===== config.mk =====
export PLATFORM = sky130hd
export DESIGN_NAME = round_robin_arbiter
export DESIGN_NICKNAME = d
export VERILOG_FILES = /design/src/rtl/round_robin_arbiter.sv
export SDC_FILE = /design/constraint.sdc
export NUM_CORES = 1
export LEC_CHECK = 0
export CAP_MARGIN = 10
export CORE_AREA = 2 2 39 41
export DETAILED_ROUTE_END_ITERATION = 8
export DIE_AREA = 0 0 41 43
export PLACE_DENSITY = 0.76
export SYNTH_ARGS = -nofsm -noshare
export SYNTH_HDL_FRONTEND = slang
export SYNTH_SLANG_ARGS = --single-unit

===== constraint.sdc =====
create_clock -name clk -period 3.7 [get_ports clk]
set_input_delay 0.74 -clock clk [delete_from_list [all_inputs] [get_ports clk]]
set_output_delay 0.74 -clock clk [all_outputs]
set_load 0.01 [all_outputs]

===== src/rtl/round_robin_arbiter.sv =====
// Round-robin arbiter: registered one-hot select for a shared-bus Mux, grant held until owner releases.
// Optional watchdog revoke of stalled grants is enabled with `define ARBITER_TIMEOUT_EN.
module round_robin_arbiter #(
  parameter int INPUTS         = 4,
  parameter int INDEX_WIDTH    = 3,
  parameter int TIMEOUT_CYCLES = 255
) (
  input  logic                   clk,
  input  logic                   rst,
  input  logic [INPUTS-1:0]      request,
  input  logic                   busAck,
  output logic [INPUTS-1:0]      select,
  output logic [INPUTS-1:0]      requestAck,
  output logic [INDEX_WIDTH-1:0] owner,
  output logic                   busy,
  output logic                   timeout
);

  typedef enum logic [1:0] {
    IDLE,
    GRANTED,
    RELEASE
  } state_t;

  state_t                 state, state_next;
  logic [INPUTS-1:0]      select_next;
  logic [INDEX_WIDTH-1:0] owner_next;
  logic [INDEX_WIDTH-1:0] last_owner, last_owner_next;
  logic                   timeout_next;
  logic                   owner_holds;
  logic                   wd_expire;
  logic                   found_hi, found_lo;
  logic [INDEX_WIDTH-1:0] winner_hi, winner_lo, winner;

  if (INPUTS < 2 || INPUTS > 8) begin : g_bad_inputs
    $error("round_robin_arbiter: INPUTS must be 2..8");
  end
  if ((1 << INDEX_WIDTH) < INPUTS) begin : g_bad_index_width
    $error("round_robin_arbiter: INDEX_WIDTH too small for INPUTS");
  end
  if (TIMEOUT_CYCLES < 1 || TIMEOUT_CYCLES > 65535) begin : g_bad_timeout
    $error("round_robin_arbiter: TIMEOUT_CYCLES must be 1..65535");
  end

  assign owner_holds = |(request & select);
  assign requestAck  = select & {INPUTS{busAck}};
  assign busy        = |select;

  // Rotating priority: lowest requester above last_owner wins, otherwise wrap to lowest overall.
  always_comb begin
    found_hi  = 1'b0;
    found_lo  = 1'b0;
    winner_hi = '0;
    winner_lo = '0;
    for (int j = 0; j < INPUTS; j++) begin
      if (request[j] && !found_hi && (j > int'(last_owner))) begin
        found_hi  = 1'b1;
        winner_hi = INDEX_WIDTH'(j);
      end
      if (request[j] && !found_lo) begin
        found_lo  = 1'b1;
        winner_lo = INDEX_WIDTH'(j);
      end
    end
    winner = found_hi ? winner_hi : winner_lo;
  end

`ifdef ARBITER_TIMEOUT_EN
  logic [15:0] wd_count;

  assign wd_expire = !busAck && (wd_count == 16'(TIMEOUT_CYCLES - 1));

  // Idle cycles (outside GRANTED) leave the counter at zero, so each grant starts fresh.
  always_ff @(posedge clk or posedge rst) begin
    if (rst) begin
      wd_count <= '0;
    end else if (state != GRANTED || busAck) begin
      wd_count <= '0;
    end else begin
      wd_count <= wd_count + 16'd1;
    end
  end
`else
  assign wd_expire = 1'b0;
`endif

  always_comb begin
    state_next      = state;
    select_next     = select;
    owner_next      = owner;
    last_owner_next = last_owner;
    timeout_next    = 1'b0;
    case (state)
      IDLE: begin
        if (|request) begin
          state_next  = GRANTED;
          select_next = {{(INPUTS-1){1'b0}}, 1'b1} << winner;
          owner_next  = winner;
        end
      end
      GRANTED: begin
        if (!owner_holds || wd_expire) begin
          state_next      = RELEASE;
          select_next     = '0;
          owner_next      = '0;
          last_owner_next = owner;
          timeout_next    = owner_holds;
        end
      end
      RELEASE: begin
        state_next = IDLE;
      end
      default: begin
        state_next  = IDLE;
        select_next = '0;
        owner_next  = '0;
      end
    endcase
  end

  always_ff @(posedge clk or posedge rst) begin
    if (rst) begin
      state      <= IDLE;
      select     <= '0;
      owner      <= '0;
      last_owner <= INDEX_WIDTH'(INPUTS - 1);
      timeout    <= 1'b0;
    end else begin
      state      <= state_next;
      select     <= select_next;
      owner      <= owner_next;
      last_owner <= last_owner_next;
      timeout    <= timeout_next;
    end
  end

endmodule


# ---- After elaboration in Yosys (flattened, before gate mapping)
# Cells that the tools add are included.
dict set report op_classes {
  n_addsub 0
  multipliers 0
  n_div 0
  n_lt_le_gt_ge 3
  n_eq_ne 4
  shift 1
  muxes 22
  bitwise 4
  n_reduce_logical 20
}
# op count
set ops {}
lappend ops {{two-way mux 3 bit} 6}
lappend ops {{one-hot mux 4 bit (3 select lines)} 1}
lappend ops {{OR reduction 4 bit} 3}
lappend ops {{one-hot mux 3 bit (3 select lines)} 1}
lappend ops {{AND 4 bit} 2}
lappend ops {{logical AND 1 bit} 8}
lappend ops {{two-way mux 1 bit} 8}
lappend ops {{two-way mux 4 bit} 2}
lappend ops {{greater-than comparator 2 x 3 -> 1 bit, first input constant} 2}
lappend ops {{two-way mux 2 bit} 3}
lappend ops {{zero test 1 bit} 5}
lappend ops {{!= test 2 bit, second input constant} 2}
lappend ops {{one-hot mux 2 bit (2 select lines)} 1}
lappend ops {{AND reduction 2 bit} 2}
lappend ops {{<< shifter 1 x 3 -> 4 bit, first input constant} 1}
lappend ops {{greater-than comparator 1 x 3 -> 1 bit, first input constant} 1}
lappend ops {{AND reduction 3 bit} 1}
lappend ops {{== test 2 x 1 -> 1 bit, second input constant} 1}
lappend ops {{== test 2 bit, second input constant} 1}
lappend ops {{zero test 2 bit} 1}
lappend ops {{inverter 1 bit} 2}
dict set report word_totals {
  reg_bits 12
  latch_bits 0
  mem_bits_rw 0
  rom_bits 0
  inputBits 7
  output_inout_bits 13
  memories 0
}

# ---- Depth between registers and ports, before layout
dict set report logic_depth {
  ltp_word 15
  depth_mapped 4
  ltp_nobuf 4
}

# ---- Least setup slack after synthesis
# OpenSTA, ideal clock, no wires.
dict set report synth_path {
  path_type {input port to flip-flop}
  startpoint {input port request[1]}
  endpoint {register last_owner[0]}
  arrival_ns 1.669
  slack_ns 1.946
  cell_stages 4
  path_buffers 0
  cell_sequence {a22o_1 a221oi_2 nand3b_2 mux2_1}
}
dict set report synth_via {
  elab_chain_cells 4
}
# element line
set synth_lines {}
lappend synth_lines {{from (decl)} 10} ;# input logic [INPUTS-1:0] request,
lappend synth_lines {{AND 4 bit} 45} ;# assign owner_holds = |(request & select);
lappend synth_lines {{OR reduction 4 bit} 45}
lappend synth_lines {{inverter 1 bit (no line)} -}
lappend synth_lines {{AND reduction 2 bit (no line)} -}
lappend synth_lines {{to (signal assigned)} 126} ;# last_owner <= INDEX_WIDTH'(INPUTS - 1);
lappend synth_lines {{to (signal assigned)} 132} ;# last_owner <= last_owner_next;
lappend synth_lines {{to (decl)} 28} ;# logic [INDEX_WIDTH-1:0] last_owner, last_owner_next;
# No other way between the ends.
# A chain may end at the register's enable or synchronous reset.

# ---- Final worst setup path
dict set report layout_path {
  startpoint {input port busAck}
  endpoint {output port requestAck[1]}
}
dict set report layout_via {
  elab_chain_cells 1
}
# element line
set layout_lines {}
lappend layout_lines {{from (decl)} 11} ;# input logic busAck,
lappend layout_lines {{AND 4 bit} 46} ;# assign requestAck = select & {INPUTS{busAck}};
lappend layout_lines {{to (decl)} 13} ;# output logic [INPUTS-1:0] requestAck,
# No other way between the ends.

==> flow_summary_export.csv <==
group,metric,value,unit
timing,period_minus_slack,2.63,ns
synth,synthXorXnorAreaFrac,0,
clock_network,cts_tree,"done",
run_status,status,"finished, final reports clean",
drt,drt_iter0_markers,1,
global_route,antenna_found_initial,0,
synth,synth_area_leader_cell,"dfrtp_1",
drt,met1_length,490,um
final_layout,fin_nets,81,
placed_design,portBuffers,17,
worst_setup_path,start_kind,"primary input",
timing,setup_ws,1.07,ns
final_layout,fin_util,0.554,
drt,routed_wl,1140,um
synth,synth_top_family_by_area,"compound AO/OA/AOI/OAI gates",
clock_network,clkSinkCount,10,
floorplanning,die_w,41,um
synth,synthCells,53,
clock_network,htreeDepth,1,
timing,finalSetupTns,0,ns
global_route,grt_overflow,0,
timing,max_freq,381,MHz
final_layout,insertedDiodeCount,0,
synth,ys_top_cells_by_area,"dfrtp_1 36%, dfstp_2 9.4%, and2_1 5.6%",
drt,dr.pass1.iters,2,
power_and_ir_drop,ir_drop,0.314,mV
synth,synth_most_common_cell,"dfrtp_1",
drt,drcViolationCount,0,
synth,synthMuxAreaShare,0.0579,
timing,setup_viol,0,
synth,dominantRegCellSynth,"dfrtp_1",
power_and_ir_drop,power_density,777,mW/mm^2
timing,post-route-period-util,0.710,
floorplanning,die_y,43,um
final_layout,area_delta_synth_final,36.5,%
synth,syn-cell-area,562,um^2
clock_network,cts_buffers,3,
worst_setup_path,required,2.96,ns
global_route,grt_pass1_wl,1880,um
timing,relSlewSlack,0.646,
clock_network,ctsRootBufferMaster,"clkbuf_4",
synth,synth_edf_count,0,
clock_network,post_cts_buffers,0,
floorplanning,rows,14,
timing,tightestPinTransition,0.526,ns
synth,syn_avg_cell_area,10.6,um^2
placed_design,placed_area,741,um^2
worst_setup_path,crit_chain,"clkdlybuf4s50_1 -> and2_1 -> clkdlybuf4s50_1",
drt,routed-wl-met2,550,um
global_route,track_usage,0.160,
worst_setup_path,endpoint_kind,"output port",
power_and_ir_drop,total_power,0.000596,W
placed_design,dp_hpwl,898,um
floorplanning,ios,20,
synth,synthSimpleGateAreaFrac,0.207,
drt,via_per_inst,5.43,
synth,ys_seq_elements,10,
floorplanning,die_area,0.00176,mm^2
clock_network,cts_resized,0,
synth,ys_top_cells_by_count,"8 x dfrtp_1, 5 x and2_1, 3 x inv_1, 3 x nand2_1, 3 x o2bb2ai_1",
drt,vias,483,
synth,synth_compound_area_frac,0.232,
drt,top_layer,"met4",
synth,yosysTopAreaCellShare,0.356,
clock_network,insertion_delay,0.26,ns
power_and_ir_drop,leakage,0.335,nW
clock_network,clk_pin_slew_worst_paths,0.06,ns
job,maxCapViolCount,0,
synth,ys_types,30,
drt,wl_per_cell,12.8,um
floorplanning,core,0.00138,mm^2
floorplanning,start_util,0.406,
worst_setup_path,crit_path_max_incr_delay,0.53,ns
global_route,grt_max_degree,11,
timing,finClkSkew,0.00491,ns
synth,ys_warn_count,0,
final_layout,stdcell_area,767,um^2
global_route,grt_pass1_vias,457,
timing,rsz0062_at_grt,"no",
synth,async_reset_ff_frac,1.00,
worst_setup_path,crit_path_frequent_cell,"clkdlybuf4s50_1",
placed_design,place_ws,1.07,ns
clock_network,cts_hold_buf,0,
worst_setup_path,critical_path_class,"in2out",
synth,yosysSeqAreaShare,0.450,
synth,yosys.area_share.adder,0,
worst_setup_path,cp_data_arrival_time,1.89,ns
worst_setup_path,cp_max_fo,4,
worst_setup_path,cpMaxStageDelayCell,"clkdlybuf4s50_1",
timing,drv_slew,0,
drt,ant_nets,0,
final_layout,drive_above_1_share,0.137,
placed_design,gp_congestion,0.743,
drt,wl_met3,84,um
timing,final_hold_viol_count,0,
clock_network,cts_buffer_depth,2,
worst_hold_path,holdCritPathClass,"reg2reg",
## kinds of logic (layout without fill, tap and decap cells)
| kind of cell | count (synthesis) | after routing |
|---|---|---|
| other | 1 | 2 |
| AOI/OAI and AO/OA | 15 | 15 |
| DFF | 10 | 10 |
| muxes | 3 | 3 |
| and+or+nand+nor | 19 | 19 |
| buffers and inverters | 5 | 24 |
## critical path: cells and delay by family
kind	cells	cell delay (ns)
AND/OR/NAND/NOR	1	0.13
buffers and inverters	2	1.02
## cell usage in the layout (no fill, tap or decap), drive strengths merged, types with 2 or more instances in the layout
| master | Yosys | final |
|---|---|---|
| clkdlybuf4s50 | 0 | 17 |
| dfrtp | 8 | 8 |
| and2 | 5 | 5 |
| clkbuf | 0 | 4 |
| nand2 | 3 | 3 |
| inv | 3 | 3 |
| o2bb2ai | 3 | 3 |
| nor2b | 2 | 2 |
| a21oi | 2 | 2 |
| a22o | 2 | 2 |
| mux2 | 2 | 2 |
| conb | 1 | 2 |
| dfstp | 2 | 2 |
| o31ai | 2 | 2 |
## routing by layer
| metal | vias up | track usage |
|---|---|---|
| met5 | - | 0 |
| met4 | 0 | 0.100 |
| met2 | 17 | 0.231 |
| met3 | 2 | 0.0366 |
| li1 | 235 | - |
| met1 | 229 | 0.205 |
## stage by stage
step | instances | hold slack [ns]
after detailed placement | 85 | 0.497
after global placement | 85 | 0.499
final | 89 | 0.501
after global routing | 89 | 0.534
after CTS | 89 | 0.511
after floorplan | 54 | 0.481
## power breakdown
part	internal (W)	total, W	switching (W)
Combinational	0.000171	0.000301	0.000130
Sequential	0.000162	0.000219	0.0000567
Clock	0.0000416	0.0000761	0.0000345
Total	0.000374	0.000596	0.000221
## registers in the layout, indices dropped and copies added (netlist names)
register,count
state,2
select,4
owner,2
last_owner,2
## area by class of cell
class,instances,area (um^2)
well taps,16,20.0
multi-input cells,39,287
flip-flops and latches,10,253
inverters,3,11.3
fillers,132,617
clock buffers,4,26.3
repair buffers,17,170
## worst paths after layout
path                          startpoint       endpoint  slack [ns]  cells past startpoint
setup / recovery                  busAck  requestAck[1]        1.07                      3
hold / removal                  owner[1]       owner[1]        0.50                      1
setup reg to reg           last_owner[0]      select[2]        2.08                      4
hold reg to reg                 owner[1]       owner[1]        0.50                      1
max in group asynchronous            rst  last_owner[0]        2.64                      2
min in group asynchronous            rst      select[0]        0.75                      2
Note: power is estimated with default switching activity, not from simulation.
